--- src/rtl/traffic_pkg.sv ---
// Shared definitions for the intersection controller: phase encoding, lamp
// patterns, default intervals and lamp decode helpers.
package traffic_pkg;

    typedef enum logic [2:0] {
        MAIN_G_BASE = 3'd0,
        MAIN_G_EXT  = 3'd1,
        MAIN_Y      = 3'd2,
        WALK        = 3'd3,
        SIDE_G_BASE = 3'd4,
        SIDE_G_EXT  = 3'd5,
        SIDE_Y      = 3'd6
    } state_e;

    // Lamp vectors are {red, yellow, green}.
    localparam logic [2:0] RED = 3'b100;
    localparam logic [2:0] YEL = 3'b010;
    localparam logic [2:0] GRN = 3'b001;

    localparam logic [3:0] DEF_T_BASE = 4'd6;
    localparam logic [3:0] DEF_T_EXT  = 4'd3;
    localparam logic [3:0] DEF_T_YEL  = 4'd2;

    function automatic logic [2:0] lamp_main(input logic [2:0] s);
        case (s)
            MAIN_G_BASE, MAIN_G_EXT: return GRN;
            MAIN_Y:                  return YEL;
            default:                 return RED;
        endcase
    endfunction

    function automatic logic [2:0] lamp_side(input logic [2:0] s);
        case (s)
            SIDE_G_BASE, SIDE_G_EXT: return GRN;
            SIDE_Y:                  return YEL;
            default:                 return RED;
        endcase
    endfunction

endpackage

--- src/rtl/traffic_light_fsm_walk_latch.sv ---
// Sticky pedestrian request flag: set by any request cycle, cleared on entry
// to the walk phase unless a new request arrives in that same cycle.
module walk_request_latch (
    input  logic clock,
    input  logic reset_sync,
    input  logic walk_request,
    input  logic clear,
    output logic pending
);

    always_ff @(posedge clock) begin
        if (reset_sync) begin
            pending <= 1'b0;
        end else if (walk_request) begin
            pending <= 1'b1;
        end else if (clear) begin
            pending <= 1'b0;
        end
    end

endmodule

--- src/rtl/traffic_light_fsm.sv ---
// Intersection phase sequencer: steps main/side/walk phases on timer expiry
// and programs the interval timer for each phase it enters.
module traffic_light_fsm
    import traffic_pkg::*;
#(
    parameter logic [3:0] T_BASE = DEF_T_BASE,
    parameter logic [3:0] T_EXT  = DEF_T_EXT,
    parameter logic [3:0] T_YEL  = DEF_T_YEL
) (
    input  logic       clock,
    input  logic       reset_sync,
    input  logic       sensor,
    input  logic       walk_request,
    input  logic       expired,
    output logic       start_timer,
    output logic [3:0] value,
    output logic [2:0] light_main,
    output logic [2:0] light_side,
    output logic       walk
);

    logic [2:0] state;
    logic [2:0] state_next;
    logic [3:0] interval_next;
    logic       kick;
    logic       illegal;
    logic       advance;
    logic       enter_walk;
    logic       walk_pending;

    always_comb begin
        state_next = state;
        illegal    = 1'b0;
        case (state)
            MAIN_G_BASE: state_next = sensor ? MAIN_G_EXT : MAIN_Y;
            MAIN_G_EXT:  state_next = MAIN_Y;
            MAIN_Y:      state_next = walk_pending ? WALK : SIDE_G_BASE;
            WALK:        state_next = SIDE_G_BASE;
            SIDE_G_BASE: state_next = sensor ? SIDE_G_EXT : SIDE_Y;
            SIDE_G_EXT:  state_next = SIDE_Y;
            SIDE_Y:      state_next = MAIN_G_BASE;
            default: begin
                state_next = MAIN_G_BASE;
                illegal    = 1'b1;
            end
        endcase
    end

    always_comb begin
        case (state_next)
            MAIN_G_BASE, SIDE_G_BASE: interval_next = T_BASE;
            MAIN_Y, SIDE_Y:           interval_next = T_YEL;
            default:                  interval_next = T_EXT;
        endcase
    end

    // Timer load handshake: start_timer is a one-cycle strobe and value is
    // valid whenever it is high. An expiry that coincides with the strobe
    // belongs to the interval being replaced, so it is dropped.
    assign advance    = illegal || (expired && !start_timer && !kick);
    assign enter_walk = advance && !kick && (state_next == WALK);

    always_ff @(posedge clock) begin
        if (reset_sync) begin
            state       <= MAIN_G_BASE;
            kick        <= 1'b1;
            start_timer <= 1'b0;
            value       <= 4'd0;
            light_main  <= GRN;
            light_side  <= RED;
            walk        <= 1'b0;
        end else if (kick) begin
            kick        <= 1'b0;
            start_timer <= 1'b1;
            value       <= T_BASE;
        end else if (advance) begin
            state       <= state_next;
            start_timer <= 1'b1;
            value       <= interval_next;
            light_main  <= lamp_main(state_next);
            light_side  <= lamp_side(state_next);
            walk        <= (state_next == WALK);
        end else begin
            start_timer <= 1'b0;
        end
    end

    walk_request_latch u_walk_latch (
        .clock        (clock),
        .reset_sync   (reset_sync),
        .walk_request (walk_request),
        .clear        (enter_walk),
        .pending      (walk_pending)
    );

endmodule

--- config.mk ---
export PLATFORM = sky130hd
export DESIGN_NAME = traffic_light_fsm
export DESIGN_NICKNAME = d
export VERILOG_FILES = /design/src/rtl/traffic_pkg.sv /design/src/rtl/traffic_light_fsm_walk_latch.sv /design/src/rtl/traffic_light_fsm.sv
export SDC_FILE = /design/constraint.sdc
export NUM_CORES = 1
export LEC_CHECK = 0
export CAP_MARGIN = 20
export CORE_MARGIN = 4
export CORE_UTILIZATION = 49
export CTS_BUF_LIST = sky130_fd_sc_hd__clkbuf_16
export DETAILED_ROUTE_END_ITERATION = 10
export GPL_TIMING_DRIVEN = 0
export PLACE_DENSITY = 0.78
export SLEW_MARGIN = 10
export SYNTH_ARGS = -nofsm -noshare
export SYNTH_HDL_FRONTEND = slang
export SYNTH_SLANG_ARGS = --single-unit
--- constraint.sdc ---
create_clock -name clock -period 2.8 [get_ports clock]
set_input_delay 0.56 -clock clock [delete_from_list [all_inputs] [get_ports clock]]
set_output_delay 0.56 -clock clock [all_outputs]
set_load 0.1 [all_outputs]
======== After elaboration in Yosys (flattened, before gate mapping) ========
Cells that the tools add are included.
operators by class
  bitwise logic cells ..................... 1
  mux-type cells .......................... 15
  reductions and logical operators ........ 18
  shift operators ......................... 0
  $add $sub $neg .......................... 0
  magnitude comparators ................... 0
  multiply operators ...................... 0
  equality and inequality tests ........... 12
  div/mod/pow operators ................... 0
operators by type and width
  cell                                                  number
  equality test 3 bit (second input constant)           6
  one-hot mux 3 bit (2 select lines)                    3
  one-hot mux 3 bit (6 select lines)                    1
  equality test 3 x 2 -> 1 bit (second input constant)  4
  OR reduction 2 bit                                    5
  two-way mux 3 bit                                     3
  OR reduction 7 bit                                    1
  equality test 3 x 1 -> 1 bit (second input constant)  2
  logical NOT 3 bit                                     2
  two-way mux 1 bit                                     6
  logical AND 1 bit                                     4
  two-way mux 2 bit                                     2
  nonzero test 2 bit                                    2
  logical NOT 1 bit                                     2
  AND reduction 2 bit                                   1
  logical OR 1 bit                                      1
  inverter 1 bit                                        1
word-level totals
  ROM bits ................................ 0
  word-level logic and storage cells ...... 55
  bits in registers ....................... 16
  latch bits .............................. 0
  memory bits (writable) .................. 0
  output and inout bits ................... 12
  input bits .............................. 5
  memories ................................ 0

======== Logic depth before layout (Yosys ltp) ========
Gate-level depths: netlist of the first run.
  depth in word-level cells ............... 8
  gate-level depth with buffers ........... 7
  depth with buffers taken out ............ 5

======== Modules after synthesis ========
A second synthesis of the first run with hierarchy kept.
second synthesis, totals
  cells, all modules ...................... 83
  area total of the unflattened synthesis .. 730.7 um^2
by module, submodules not included
  module              times used  area an instance (um^2)  seq. area each (um^2)  cells each
  traffic_light_fsm   1           691.9                    300.3                  79
  walk_request_latch  1           38.8                     20.0                   4

======== Worst setup path before layout of the first run ========
OpenSTA, ideal clock, no wires.
  path type ............................... reg2reg
  start ................................... register start_timer
  end ..................................... register light_side[0]
  required time ........................... 2.730 ns
  setup time .............................. 0.070 ns
  buffers on the path ..................... 2
  setup slack ............................. 0.561 ns
  arrival ................................. 2.168 ns
  period minus slack after synthesis ...... 2.239 ns
  cell stages (with the launch flop) ...... 7
  path through ............................ dfxtp_1 > or3b_1 > buf_2 > a21o_1 > buf_6 > or4b_1 > a21oi_1
between the ends
  word-level cells in the longest chain between the ends .. 5
ends and longest elaborated chain
  what                                  line                     source
  from (decl)                           traffic_light_fsm.sv:15  output logic start_timer,
  from (signal assigned)                traffic_light_fsm.sv:67  start_timer <= 1'b0;
  from (signal assigned)                traffic_light_fsm.sv:74  start_timer <= 1'b1;
  from (signal assigned)                traffic_light_fsm.sv:78  start_timer <= 1'b1;
  logical NOT 1 bit                     traffic_light_fsm.sv:60  assign advance = illegal || (expired && !start_timer && !kick);
  logical AND 1 bit (2 in series)       traffic_light_fsm.sv:60
  logical OR 1 bit                      traffic_light_fsm.sv:60
  AND reduction 2 bit (no source line)  --
  to (signal assigned)                  traffic_light_fsm.sv:81  light_side <= lamp_side(state_next);
  to (decl)                             traffic_light_fsm.sv:18  output logic [2:0] light_side,
Every way passes these cells.
A chain may end at the register's enable or synchronous reset.

======== Final worst setup path of the first run ========
  start ................................... input expired
  end ..................................... register u_walk_latch.pending
between the ends
  word-level cells in the longest chain between the ends .. 6
ends and longest elaborated chain
  what                                 line                                source
  from (decl)                          traffic_light_fsm.sv:14             input logic expired,
  logical AND 1 bit (2 in series)      traffic_light_fsm.sv:60
  logical OR 1 bit                     traffic_light_fsm.sv:60
  logical AND 1 bit (2 in series)      traffic_light_fsm.sv:61             assign enter_walk = advance && !kick && (state_next == WALK);
  nonzero test 2 bit (no source line)  --
  to (signal assigned)                 traffic_light_fsm_walk_latch.sv:13  pending <= 1'b0;
  to (signal assigned)                 traffic_light_fsm_walk_latch.sv:15  pending <= 1'b1;
  to (signal assigned)                 traffic_light_fsm_walk_latch.sv:17  pending <= 1'b0;
  to (decl)                            traffic_light_fsm_walk_latch.sv:8   output logic pending
Every way passes these cells.

==> results of run 1 <==
-- kinds of logic (layout without fill, tap and decap cells) --
| group | after synthesis | in the layout | share of synthesized area |
|---|---|---|---|
| simple gates | 32 | 32 | 0.234 |
| compound gates | 24 | 24 | 0.210 |
| flops | 16 | 16 | 0.434 |
| buf+inv | 11 | 30 | 0.0831 |
| fa+ha+maj | 2 | 2 | 0.0339 |
| other cells | 1 | 1 | 0.00508 |
-- registers in the layout (all words and copies together), names as in the netlist --
signal,cells
value,3
kick,1
light_main,3
light_side,3
start_timer,1
walk,1
u_walk_latch.pending,1
state,3
-- metal layers --
layer / GRT usage / routed length (µm)
met2: 0.255 / 730
met4: 0.105 / 27
met1: 0.220 / 755
met3: 0.0421 / 87
met5: 0 / 0
-- report_power, final --
| part | total (mW) | internal [mW] | leakage (nW) | switching, mW |
|---|---|---|---|---|
| clock | 0.276 | 0.189 | 0.0385 | 0.0863 |
| sequential | 0.246 | 0.239 | 0.131 | 0.00737 |
| combinational | 0.119 | 0.0353 | 0.210 | 0.0835 |
-- final timing paths --
path                                       end                       start  slack [ns]  cells past startpoint
max reg2reg  u_walk_latch.pending$_SDFFE_PP0P_       state[1]$_SDFFE_PP0P_        0.79                      6
max          u_walk_latch.pending$_SDFFE_PP0P_                     expired        0.48                      6
min                 light_side[0]$_SDFFE_PP0P_  light_side[0]$_SDFFE_PP0P_        0.45                      2
min reg2reg         light_side[0]$_SDFFE_PP0P_  light_side[0]$_SDFFE_PP0P_        0.45                      2
-- final cells by class --
cell class,instances,share of cell area
multi-input combinational,59,0.362
buffer,6,0.0431
tap,15,0.0190
clock inverter,1,0.00381
clock buffer,3,0.0761
inverter,5,0.0190
sequential,16,0.325
timing repair buffer,15,0.152
-- cells in the final DEF (no fill, tap or decap), drive strengths merged --
master          n
nand2          11
dfxtp          16
or4b            2
a21oi           9
ha              2
clkinv          1
inv             5
nor2b           1
a2111oi         1
conb            1
nand2b          2
a31oi           3
clkbuf          5
o21bai          1
buf             4
nor3b           2
a41o            1
a21o            2
o21ai           1
nand3           3
clkdlybuf4s50  15
nor3            4
nand3b          1
nor2            3
nand4           1
or3b            2
a211oi          4
o21a            2
-- worst max-delay path, cell delays in order --
cell and delay [ns]:
clkdlybuf4s50_1 0.46, or3b_1 0.34, buf_2 0.16, a21oi_1 0.57
a41o_1 0.27, a21oi_1 0.08
-- through the flow --
step | instance area, µm² | hold WS (ns)
4_1_cts | 986 | 0.449
2_1_floorplan | 738 | 0.490
5_1_grt | 986 | 0.464
6_report | 986 | 0.447
3_3_place_gp | 907 | 0.437
3_5_place_dp | 907 | 0.444
==> results.json, run 1 <==
{
  "status": "finished clean",
  "layout_min_cycle_time_ns": 2.32,
  "globalRouteTotalUtil": 0.171,
  "drt_iter0_drc": 25,
  "end_kind": "flip-flop",
  "synth_top_area_share": 0.434,
  "cp-start-kind": "primary input",
  "dpl_worst_slack_ns": 0.254,
  "path_clk_slew_ns": 0.05,
  "fin_nets": 113,
  "die-area_um2": 2190,
  "clkLatencyLatePin_ns": 0.24,
  "synth-warning-count": 0,
  "syn_area_um2": 738,
  "cts.path.max_buffers": 2,
  "power_leakage_nw": 0.380,
  "final.setup.tns_ns": 0,
  "wl_per_cell_um": 13.3,
  "multi_input_area_um2": 357,
  "hold_buffers": 0,
  "min_path_type": "flip-flop to flip-flop",
  "hpwl_um": 1080,
  "setup_slack_ns": 0.477,
  "drtAntennaViolNets": 0,
  "max_cap_violations": 0,
  "coreArea_um2": 1370,
  "ys_seq_area_frac": 0.434,
  "synth.largest_area_cell": "dfxtp_1",
  "report.final.slew_viol_count": 0,
  "synth.distinct_cells": 29,
  "syn2layout_area_growth_pct": 33.6,
  "rsz0062_at_grt": "no",
  "die_h_um": 46.8,
  "crit_type": "primary input to flip-flop",
  "dp_cells": 116,
  "hold_viol_final": 0,
  "crit_fanout": 9,
  "synthCells": 86,
  "grt_max_degree": 11,
  "synth_area_per_cell_um2": 8.58,
  "post-synth-top-count-cell": "dfxtp_1",
  "first_pass_iters": 4,
  "vias_per_cell": 5.56,
  "gp_congestion": 0.768,
  "cts_tree": "yes",
  "ys.flop_type": "dfxtp_1",
  "cts_buffers": 3,
  "die_w_um": 46.8,
  "crit_required_ns": 2.91,
  "final-setup-viol-count": 0,
  "fin_util": 0.722,
  "fillers": 110,
  "layout-drive-gt1-share": 0.0762,
  "cts.repair.resized": 0,
  "htree_levels": 1,
  "skew_ns": 0.00313,
  "cts.sinks": 16,
  "fmax_mhz": 431,
  "ios": 17,
  "initial_core_util": 0.540,
  "p_total_mw": 0.640,
  "worst_pin_slew_ns": 0.974,
  "worstPathArrival_ns": 2.43,
  "port_buffers": 15,
  "register_area_um2": 320,
  "synth_edf_count": 0,
  "synth_nets": 93,
  "post-route-period-util": 0.830,
  "rows": 13,
  "ys_top_cells_by_count": "16 x dfxtp_1, 11 x nand2_1, 9 x a21oi_1",
  "final_cells": 120,
  "power.density_nw_per_um2": 649,
  "peakVddDrop_uv": 429,
  "post_cts.repair.setup_buffers": 0,
  "cts_root_buf": "clkbuf_16",
  "grt_pass1_vias": 602,
  "antenna_found_initial": 0,
  "antennaDiodeCount": 0,
  "slew_headroom": 0.349,
  "num_vias": 667,
  "grt_first_pass_wirelength_um": 2630,
  "drcViolationCount": 0,
  "ys_async_sr_fraction": 0,
  "grt_overflow": 0,
  "routed_wl_um": 1600,
  "ys_ff_latch": 16,
  "yosys-top-cells-area": "dfxtp_1 43%, a21oi_1 6.1%, nand2_1 5.6%"
}
No activity file was read; power rests on OpenSTA's default activity.
==> run 2, diff against run 1 <==
- CORE_UTILIZATION: 49 -> 42
- PLACE_DENSITY: 0.78 -> 0.72
- clock period: 2.8 -> 2 ns (I/O delays scaled with it)
==> run 2 against run 1 <==
  * Via count rose by 3.1%
  * Final area up 4.4%
  * Clock power up 42%
  * Clock skew is 0.0015 ns lower
  * Combinational power is 43% higher
  * Largest power group unchanged
  * First-iteration DRC count is 40% lower
  * Count of clock-buffer cells in the layout unchanged
  * Final cell count up 4.2%
==> results.json, run 2 (synthesized netlist as in run 1, its figures left out) <==
{
  "mostFrequentLayoutCell": "dfxtp_1",
  "htree_levels": 1,
  "end_kind": "flip-flop",
  "final.setup.tns_ns": 0,
  "vias_per_cell": 5.50,
  "final-setup-viol-count": 0,
  "die_w_um": 49.9,
  "report.final.slew_viol_count": 0,
  "first_pass_iters": 4,
  "rsz0062_at_grt": "no",
  "syn2layout_area_growth_pct": 39.5,
  "wl_per_cell_um": 13.4,
  "p_int_mw": 0.649,
  "drtAntennaViolNets": 0,
  "placed_cell_area_um2": 912,
  "power_leakage_nw": 0.443,
  "port_buffers": 15,
  "grt_max_degree": 11,
  "layout_common_cells": "15 x dfxtp_1, 11 x nand2_1, 11 x dlygate4sd2_1",
  "clkLatencyLatePin_ns": 0.25,
  "cts.sinks": 16,
  "crit_fanout": 7,
  "antenna_found_initial": 0,
  "skew_ns": 0.00159,
  "dp_cells": 117,
  "coreArea_um2": 1580,
  "drcViolationCount": 0,
  "setup_slack_ns": 0.161,
  "post-route-period-util": 0.919,
  "fin_nets": 117,
  "rrSetupSlack_ns": 0.16,
  "sequentialPowerShare": 0.380,
  "num_vias": 688,
  "hold-worst-slack_ns": 0.446,
  "clkPwrFrac": 0.432,
  "max_cap_violations": 0,
  "rows": 14,
  "fmax_mhz": 544,
  "cts_tree": "yes",
  "grt_overflow": 0,
  "crit_required_ns": 2.11,
  "hpwl_um": 1080,
  "worstPathArrival_ns": 1.95,
  "peakVddDrop_uv": 555,
  "globalRouteTotalUtil": 0.148,
  "antennaDiodeCount": 0,
  "dpl_worst_slack_ns": -0.353,
  "finalInstanceArea_um2": 1030,
  "comb_power_share": 0.188,
  "hold_viol_final": 0,
  "worst_pin_slew_ns": 0.960,
  "swShare": 0.283,
  "grt_first_pass_wirelength_um": 2750,
  "routed_wl_um": 1680,
  "drt_iter0_drc": 15,
  "cts.path.max_buffers": 2,
  "min_path_type": "flip-flop to flip-flop",
  "power.density_nw_per_um2": 879,
  "slew_headroom": 0.362,
  "final_cells": 125,
  "status": "finished clean",
  "cts_buffers": 3,
  "layout_min_cycle_time_ns": 1.84,
  "grt_pass1_vias": 605,
  "gp_congestion": 0.846,
  "cp-start-kind": "flip-flop",
  "ios": 17,
  "die-area_um2": 2490,
  "initial_core_util": 0.468,
  "layout-drive-gt1-share": 0.156,
  "path_clk_slew_ns": 0.05,
  "die_h_um": 49.9,
  "crit_type": "flip-flop to flip-flop",
  "cts_root_buf": "clkbuf_16",
  "fillers": 146,
  "p_switching_mw": 0.256
}
-- run 2: routing by layer --
layer | global-route usage | wire (µm) | up-vias | part of all wire
met5 | 0 | 0 | - | 0
met4 | 0.0829 | 39 | 0 | 0.023
met3 | 0.0482 | 115 | 5 | 0.069
met2 | 0.218 | 735 | 24 | 0.44
met1 | 0.187 | 788 | 310 | 0.47
li1 | - | - | 349 | -
-- run 2: final timing paths --
kind / end / start / cells after the start
worst min register to register: light_side[0]$_SDFFE_PP0P_ / light_side[0]$_SDFFE_PP0P_ / 2
worst max register to register: u_walk_latch.pending$_SDFFE_PP0P_ / state[0]$_SDFFE_PP0P_ / 4
worst min-delay path: light_side[0]$_SDFFE_PP0P_ / light_side[0]$_SDFFE_PP0P_ / 2
worst max-delay path: u_walk_latch.pending$_SDFFE_PP0P_ / state[0]$_SDFFE_PP0P_ / 4
-- run 2: layout make-up --
type / count / area, µm² / area share
plain buffers: 5 / 37.5 / 0.0365
multi-input cells: 59 / 374 / 0.363
inverters: 5 / 18.8 / 0.0182
flip-flops and latches: 16 / 324 / 0.315
repair buffers: 20 / 176 / 0.171
well taps: 16 / 20.0 / 0.0194
clock inverters: 1 / 3.75 / 0.00365
clock buffers: 3 / 75.1 / 0.0729
-- run 2: timing repair --
item	CTS	global route
setup endpoints to repair	21	12
buffers inserted	2	3
pin swaps	2	3
gates resized for setup	12	4
hold buffers	0	0
cloned	0	0
-- run 2: power groups by stage --
stage | clock (mW) | combinational (mW) | sequential (mW)
2_1_floorplan | 0 | 0.0637 | 0.412
3_3_place_gp | 0 | 0.164 | 0.350
3_5_place_dp | 0 | 0.165 | 0.350
4_1_cts | 0.400 | 0.164 | 0.344
5_1_grt | 0.423 | 0.181 | 0.346
6_report | 0.391 | 0.170 | 0.344
-- run 2: worst max-delay path: stages, from the launching register on --
cell,delay [ns]
dfxtp_1,0.37
or3b_2,0.53
a211oi_1,0.51
a41o_1,0.24
a21oi_1,0.06
-- run 2: stage by stage --
stage | util | total power [mW]
2_1_floorplan | - | 0.475
3_3_place_gp | 0.579 | 0.514
3_5_place_dp | 0.579 | 0.515
4_1_cts | 0.628 | 0.907
5_1_grt | 0.653 | 0.950
6_report | 0.653 | 0.906
